### config.mk
export PLATFORM = sky130hd
export DESIGN_NAME = pet_video_gen_flat
export DESIGN_NICKNAME = d
export VERILOG_FILES = /design/src/rtl/pet_video_gen_if.sv /design/src/rtl/pet_video_gen.sv /design/src/flat_wrapper.sv
export SDC_FILE = /design/constraint.sdc
export NUM_CORES = 1
export LEC_CHECK = 0
export ABC_AREA = 0
export CORE_ASPECT_RATIO = 0.9
export CORE_MARGIN = 2
export CORE_UTILIZATION = 55
export DETAILED_ROUTE_END_ITERATION = 12
export PLACE_DENSITY = 0.85
export SLEW_MARGIN = 15
export SYNTH_ARGS = -nofsm -noshare
export SYNTH_HDL_FRONTEND = slang
export SYNTH_SLANG_ARGS = --single-unit
### constraint.sdc
create_clock -name clk -period 7.25 [get_ports clk]
set_clock_uncertainty 0.15 [all_clocks]
set_input_delay 1.8125 -clock clk [delete_from_list [all_inputs] [get_ports clk]]
set_output_delay 1.8125 -clock clk [all_outputs]
set_load 0.03 [all_outputs]
### src/rtl/pet_video_gen_if.sv
// Fetch bus between the raster generator and video RAM / character ROM.
// The generator drives the addresses; the memories answer combinationally.
interface pet_video_gen_if #(
    parameter int VRAM_AW = 11
);
    logic [VRAM_AW-1:0] video_addr;
    logic [7:0]         video_data;
    logic [10:0]        charaddr;
    logic [7:0]         chardata;
    logic               video_gfx;

    modport master (
        output video_addr,
        output charaddr,
        input  video_data,
        input  chardata,
        input  video_gfx
    );

    modport slave (
        input  video_addr,
        input  charaddr,
        output video_data,
        output chardata,
        output video_gfx
    );
endinterface

### src/rtl/pet_video_gen.sv
// PET-style text raster generator: 40/80 columns, 8..16-line cells, scroll.
// Optional PET_VIDEO_REVERSE_EN adds reverse_all (whole-screen inversion).
module pet_video_gen #(
    parameter int COLS     = 40,
    parameter int ROWS     = 25,
    parameter int CHAR_H   = 8,
    parameter int H_TOTAL  = 448,
    parameter int V_TOTAL  = 262,
    parameter int HS_START = 358,
    parameter int HS_END   = 391,
    parameter int VS_START = 225,
    parameter int VS_END   = 234,
    parameter int VRAM_AW  = 11
) (
    input  logic               clk,
    input  logic               reset,
    input  logic               ce_pixp,
    input  logic               ce_pixn,
    input  logic [VRAM_AW-1:0] start_addr,
    pet_video_gen_if.master    mem,
    input  logic               video_blank,
`ifdef PET_VIDEO_REVERSE_EN
    input  logic               reverse_all,
`endif
    output logic               video_on,
    output logic               pix,
    output logic               HSync,
    output logic               VSync,
    output logic               HBlank,
    output logic               VBlank
);
    localparam int HW   = $clog2(H_TOTAL);
    localparam int VW   = $clog2(V_TOTAL);
    localparam int HACT = COLS * 8;
    localparam int VACT = ROWS * CHAR_H;

    logic [HW-1:0]      hc;
    logic [VW-1:0]      vc;
    logic [3:0]         line;
    logic [VRAM_AW-1:0] row_base;
    logic [7:0]         vdata;
    logic               inv;

    logic hc_end;
    logic vc_end;
    logic line_end;
    logic h_act;
    logic v_act;
    logic load_ok;

    assign hc_end   = (hc == HW'(H_TOTAL - 1));
    assign vc_end   = (vc == VW'(V_TOTAL - 1));
    assign line_end = (line == 4'(CHAR_H - 1));
    assign h_act    = (hc < HW'(HACT));
    assign v_act    = (vc < VW'(VACT));
    // Font rows beyond 8 are padding scanlines with no pattern data.
    assign load_ok  = h_act && v_act && !line[3];

    assign video_on       = v_act;
    assign mem.video_addr = row_base + VRAM_AW'(hc >> 3);
    assign mem.charaddr   = {mem.video_gfx, mem.video_data[6:0], line[2:0]};

    always_ff @(posedge clk) begin
        if (reset) begin
            hc       <= '0;
            vc       <= '0;
            line     <= '0;
            row_base <= start_addr;
        end else if (ce_pixp) begin
            if (hc_end) begin
                hc <= '0;
                if (vc_end) begin
                    vc       <= '0;
                    line     <= '0;
                    row_base <= start_addr;
                end else begin
                    vc <= vc + 1'b1;
                    if (line_end) begin
                        line     <= '0;
                        row_base <= row_base + VRAM_AW'(COLS);
                    end else begin
                        line <= line + 1'b1;
                    end
                end
            end else begin
                hc <= hc + 1'b1;
            end
        end
    end

    always_ff @(posedge clk) begin
        if (reset) begin
            vdata  <= '0;
            inv    <= 1'b0;
            HSync  <= 1'b0;
            VSync  <= 1'b0;
            HBlank <= 1'b1;
            VBlank <= 1'b1;
        end else if (ce_pixn) begin
            if (hc[2:0] == 3'd0) begin
                if (load_ok) begin
                    inv   <= mem.video_data[7];
                    vdata <= mem.chardata;
                end else begin
                    inv   <= 1'b0;
                    vdata <= '0;
                end
                HBlank <= !h_act;
                VBlank <= !v_act;
            end else begin
                vdata <= {vdata[6:0], 1'b0};
            end
            if (hc == HW'(HS_START)) begin
                HSync <= 1'b1;
                if (vc == VW'(VS_START)) begin
                    VSync <= 1'b1;
                end else if (vc == VW'(VS_END)) begin
                    VSync <= 1'b0;
                end
            end else if (hc == HW'(HS_END)) begin
                HSync <= 1'b0;
            end
        end
    end

    logic pix_raw;
    assign pix_raw = vdata[7] ^ inv;

`ifdef PET_VIDEO_REVERSE_EN
    logic rev_q;

    // Latched once per frame so the whole picture flips at a clean boundary.
    always_ff @(posedge clk) begin
        if (reset) begin
            rev_q <= 1'b0;
        end else if (ce_pixp && hc_end && vc_end) begin
            rev_q <= reverse_all;
        end
    end

    assign pix = rev_q
        ? (~pix_raw & ~video_blank & ~HBlank & ~VBlank)
        : (pix_raw & ~video_blank);
`else
    assign pix = pix_raw & ~video_blank;
`endif

endmodule

### src/flat_wrapper.sv
// flat-port wrapper written by rule: the top's interface ports become plain ports
module pet_video_gen_flat 
#(
    parameter int COLS     = 40,
    parameter int ROWS     = 25,
    parameter int CHAR_H   = 8,
    parameter int H_TOTAL  = 448,
    parameter int V_TOTAL  = 262,
    parameter int HS_START = 358,
    parameter int HS_END   = 391,
    parameter int VS_START = 225,
    parameter int VS_END   = 234,
    parameter int VRAM_AW  = 11
)
  (clk, reset, ce_pixp, ce_pixn, start_addr, video_blank, video_on, pix, HSync, VSync, HBlank, VBlank, mem_video_addr, mem_charaddr, mem_video_data, mem_chardata, mem_video_gfx);
  pet_video_gen_if #(.VRAM_AW(VRAM_AW)) mem_i ();
  input  logic clk;
  input  logic reset;
  input  logic ce_pixp;
  input  logic ce_pixn;
  input  logic [VRAM_AW-1:0] start_addr;
  input  logic video_blank;
  output logic video_on;
  output logic pix;
  output logic HSync;
  output logic VSync;
  output logic HBlank;
  output logic VBlank;
  output wire logic [$bits(mem_i.video_addr)-1:0] mem_video_addr;
  output wire logic [$bits(mem_i.charaddr)-1:0] mem_charaddr;
  input wire logic [$bits(mem_i.video_data)-1:0] mem_video_data;
  input wire logic [$bits(mem_i.chardata)-1:0] mem_chardata;
  input wire logic [$bits(mem_i.video_gfx)-1:0] mem_video_gfx;
  assign mem_video_addr = mem_i.video_addr;
  assign mem_charaddr = mem_i.charaddr;
  assign mem_i.video_data = mem_video_data;
  assign mem_i.chardata = mem_chardata;
  assign mem_i.video_gfx = mem_video_gfx;
  pet_video_gen #(.COLS(COLS), .ROWS(ROWS), .CHAR_H(CHAR_H), .H_TOTAL(H_TOTAL), .V_TOTAL(V_TOTAL), .HS_START(HS_START), .HS_END(HS_END), .VS_START(VS_START), .VS_END(VS_END), .VRAM_AW(VRAM_AW)) u_core (.clk(clk), .reset(reset), .ce_pixp(ce_pixp), .ce_pixn(ce_pixn), .start_addr(start_addr), .mem(mem_i), .video_blank(video_blank), .video_on(video_on), .pix(pix), .HSync(HSync), .VSync(VSync), .HBlank(HBlank), .VBlank(VBlank));
endmodule
**Word-level counts from Yosys, hierarchy flattened**

Index checks and enable logic that the tools add are counted.

- Register bits after elaboration: 46
- Output and inout bits: 28
- Word-level logic and storage cells: 59

- $add $sub $neg: 5
- $lt $le $gt $ge: 2
- Eq/ne operators: 7
- Multiplexer cells: 16
- Bitwise operators: 3
- Reductions and logical operators: 16

Operator list:

| kind | number |
|---|---|
| 2-to-1 mux 11 bit | 5 |
| == test 9 bit, second input constant | 4 |
| adder 9 x 1 -> 9 bit, second input constant | 2 |
| == test 9 x 8 -> 1 bit, second input constant | 2 |
| 2-to-1 mux 9 bit | 2 |
| 2-to-1 mux 8 bit | 2 |
| adder 11 x 6 -> 11 bit | 1 |
| adder 11 x 6 -> 11 bit, second input constant | 1 |
| < comparator 9 x 8 -> 1 bit, second input constant | 1 |
| < comparator 9 bit, second input constant | 1 |
| 2-to-1 mux 4 bit | 2 |
| nonzero test 2 bit | 4 |
| AND reduction 2 bit | 3 |
| AND reduction 3 bit | 2 |
| 2-to-1 mux 1 bit | 5 |
| adder 4 x 1 -> 4 bit, second input constant | 1 |
| == test 4 x 3 -> 1 bit, second input constant | 1 |
| zero test 1 bit | 3 |
| zero test 3 bit | 1 |
| nonzero test 3 bit | 1 |
| logical AND 1 bit | 2 |
| bitwise AND 1 bit | 1 |
| inverter 1 bit | 1 |
| bitwise XOR 1 bit | 1 |

**Longest topological paths before layout**

- Depth after elaboration: 6
- Depth in mapped cells: 8
- Mapped depth without buffers: 7

**Worst setup path after synthesis**

OpenSTA, ideal clock, no wires.

- Kind: input to output
- Start point: input video_blank
- End point: output pix
- Data arrival time: 2.226 ns
- Required time: 5.287 ns
- Setup slack: 3.062 ns
- Cell stages on the path: 1
- Path buffers: 0
- Cells stage by stage: nor2_1

- Cells in the longest elaborated chain, start to end: 2

RTL lines:

| element | RTL line | source |
|---|---|---|
| from (decl) | flat_wrapper.sv:22 | `input logic video_blank;` |
| inverter 1 bit | pet_video_gen.sv:145 | `assign pix = pix_raw & ~video_blank;` |
| bitwise AND 1 bit | pet_video_gen.sv:145 |  |
| to (decl) | flat_wrapper.sv:24 | `output logic pix;` |

Every way passes these cells.

**Worst setup path after layout**

Same ends and word-level chain as after synthesis.

==> reports/metrics.cfg <==
[routing]
detail_route.wl_per_cell_um=14.3
wl_mm=6.18
drc_errors=0
via_per_inst=5.75
drtIter0Drc=135
ant_nets=0
wl_met3_um=223
num_vias=2479
dr.pass1.iters=4
route.met2.wl_mm=2.96
highest_layer=met4
wl_met1_mm=2.92

[worst_setup_path]
r2r_slack_ps=4600
required_ps=5290
arrival_ps=2990
crit_fanout=1
cp-start-kind=input port
r2r-end=u_core.row_base[8]
critical_path.endpoint_type=output pin
r2r_cells=4
r2r_start=u_core.hc[1]
crit_type=in -> out

[floorplanning]
die_w_um=80.6
io_pins=61
die_h_um=73.0
fp-row-count=25
die_area_sq_um=5880
initial_utilization=0.563
core_sq_um=5160

[hold_path]
holdPathStages=2
min_path_type=reg -> reg
min_from=u_core.HSync
min_to=u_core.HSync

[synth]
synthCells=339
synth_top_area_cell=dfxtp_1
seq_area_frac_synth=0.355
syn_area_sq_um=2910
synthesis.nets=387
synth_seq_cells=46
synth_top_area_frac=0.241
synth-main-ff-cell=dfxtp_1
synthTopCellsByCount=35 x dfxtp_1, 28 x nor2_1, 26 x nand2_1
synth_edf_count=11
synth_most_common_cell=dfxtp_1
synth.distinct_cells=56
synth_area_leaders=dfxtp_1 24%, edfxtp_1 11%, ha_1 6.0%, xnor2_1 3.9%, a21oi_1 3.8%
synth-async-reset-ratio=0
syn_area_per_cell_sq_um=8.57
yosysWarnings=0

[global_route]
grt_pass1_vias=2287
antenna_found_initial=0
grt_pass1_wl_mm=10.3
overflow=0
grt_use_total=0.225
grt_max_degree=23

[timing]
setup_viol=0
final_max_slew_viol_count=0
finalHoldViolations=0
max-slew-margin-rel=0.248
period_needed_ps=4950
rsz0062_at_grt=false
timing.final.crit_share=0.683
finalSetupTns_ps=0
worst_pin_slew_ps=1120
fmax_ghz=0.202

[clocking]
post_cts_buffers=0
clkLatencyLatePin_ps=310
clkSlewWorstSetupHoldPaths_ps=80
cts_tree=done
cts_sinks=46
htreeDepth=2
ctsResizeCount=0
hold_buffers=0
cts-root-buf=clkbuf_8
cts_max_path_buffers=2
cts_inserted_buffers=5

[place]
place_area_sq_um=3280
post-dp-hpwl_mm=4.63
io_buffer_count=44
place.gp.congestion=0.825

[cells_and_area]
seqCellArea_sq_um=1030
finalInstanceArea_sq_um=3370
multi_input_area_sq_um=1650
fin_nets=411
layout-drive-gt1-share=0.0522
area_growth_pct=16.2
fill_cells=420
diodes=0

[power]
irDropWorstVdd_v=0.0000991
leakagePower_uw=0.00123
power.density_nw_per_um2=158

[run_status]
status=complete, no violations

[flow_run]
max_cap_viol_count=0

==> how the worst max path moves through the flow <==
stage,startpoint,to,slack [ps],cells after the start
final,video_blank,pix,2300,3
after global routing,u_core.hc[3],mem_video_addr[6],2150,8
after CTS,video_blank,pix,2300,3
after detailed placement,video_blank,pix,2300,3
after global placement,video_blank,pix,2310,3
after floorplan,video_blank,pix,3060,1
==> cell usage in the layout, fill, tap and decap left out, types with 3 or more instances in the layout <==
| master | Yosys | final |
|---|---|---|
| clkdlybuf4s50_1 | 0 | 44 |
| dfxtp_1 | 35 | 35 |
| nor2_1 | 28 | 28 |
| nand2_1 | 26 | 26 |
| a21oi_1 | 22 | 22 |
| o21ai_0 | 19 | 19 |
| inv_1 | 18 | 18 |
| nand3_1 | 16 | 16 |
| ha_1 | 14 | 14 |
| xnor2_1 | 13 | 13 |
| nor3_1 | 12 | 12 |
| edfxtp_1 | 11 | 11 |
| nand4_1 | 9 | 9 |
| o21ai_1 | 8 | 8 |
| nor2b_1 | 7 | 7 |
| xor2_1 | 6 | 6 |
| mux2i_1 | 6 | 6 |
| clkbuf_8 | 0 | 6 |
| and2_1 | 5 | 5 |
| o21a_1 | 3 | 3 |
| or4b_1 | 3 | 3 |
| a211oi_1 | 3 | 3 |
| a21o_1 | 3 | 3 |
| nor4_1 | 3 | 3 |
| nand2b_1 | 3 | 3 |
==> final cells by class <==
type,instances,area share
well taps,67,0.0248
clock inverters,2,0.00371
clock buffers,6,0.0245
repair buffers,44,0.131
inverters,19,0.0211
multi-input cells,247,0.490
flip-flops and latches,46,0.306
==> metrics by stage <==
| step | utilization | worst slack, ps | power [uW] | hold slack [ps] | std cells |
|---|---|---|---|---|---|
| after global placement | 0.635 | 2310 | 374 | 305 | 423 |
| after global routing | 0.654 | 2150 | 556 | 350 | 431 |
| after floorplan | - | 3060 | 351 | 295 | 339 |
| after detailed placement | 0.635 | 2300 | 377 | 320 | 423 |
| after CTS | 0.654 | 2300 | 540 | 333 | 431 |
| final | 0.654 | 2300 | 535 | 327 | 431 |
==> sequential cells by signal, indices dropped and copies added (netlist names), 4 cells and up <==
| register | cells |
|---|---|
| u_core.vc | 9 |
| u_core.vdata | 8 |
| u_core.row_base | 11 |
| u_core.hc | 9 |
| u_core.line | 4 |
==> power by group <==
part	switching [uW]	internal, uW
combinational	47.5	40.8
clock	86.7	76.6
sequential	9.31	274
total	144	391
==> kinds of logic after synthesis <==
| kind of cell | Yosys count | share of synthesized area |
|---|---|---|
| xor gates and xnor gates | 19 | 0.0573 |
| and+or+nand+nor | 130 | 0.258 |
| adders and majority gates | 15 | 0.0672 |
| muxes | 6 | 0.0207 |
| AOI/OAI and AO/OA | 77 | 0.166 |
| DFF | 46 | 0.355 |
| buffers and inverters | 46 | 0.0762 |
==> worst max-delay path: stages <==
cell	delay [ps]
clkdlybuf4s50_1	400
nor2_1	110
clkdlybuf4s50_1	670
==> layer usage <==
metal	vias to the layer above	track usage
met2	46	0.372
met1	1167	0.297
met4	0	0.0734
met3	8	0.0446
met5	-	0
li1	1258	-
Note: power is estimated with default switching activity, not from simulation.
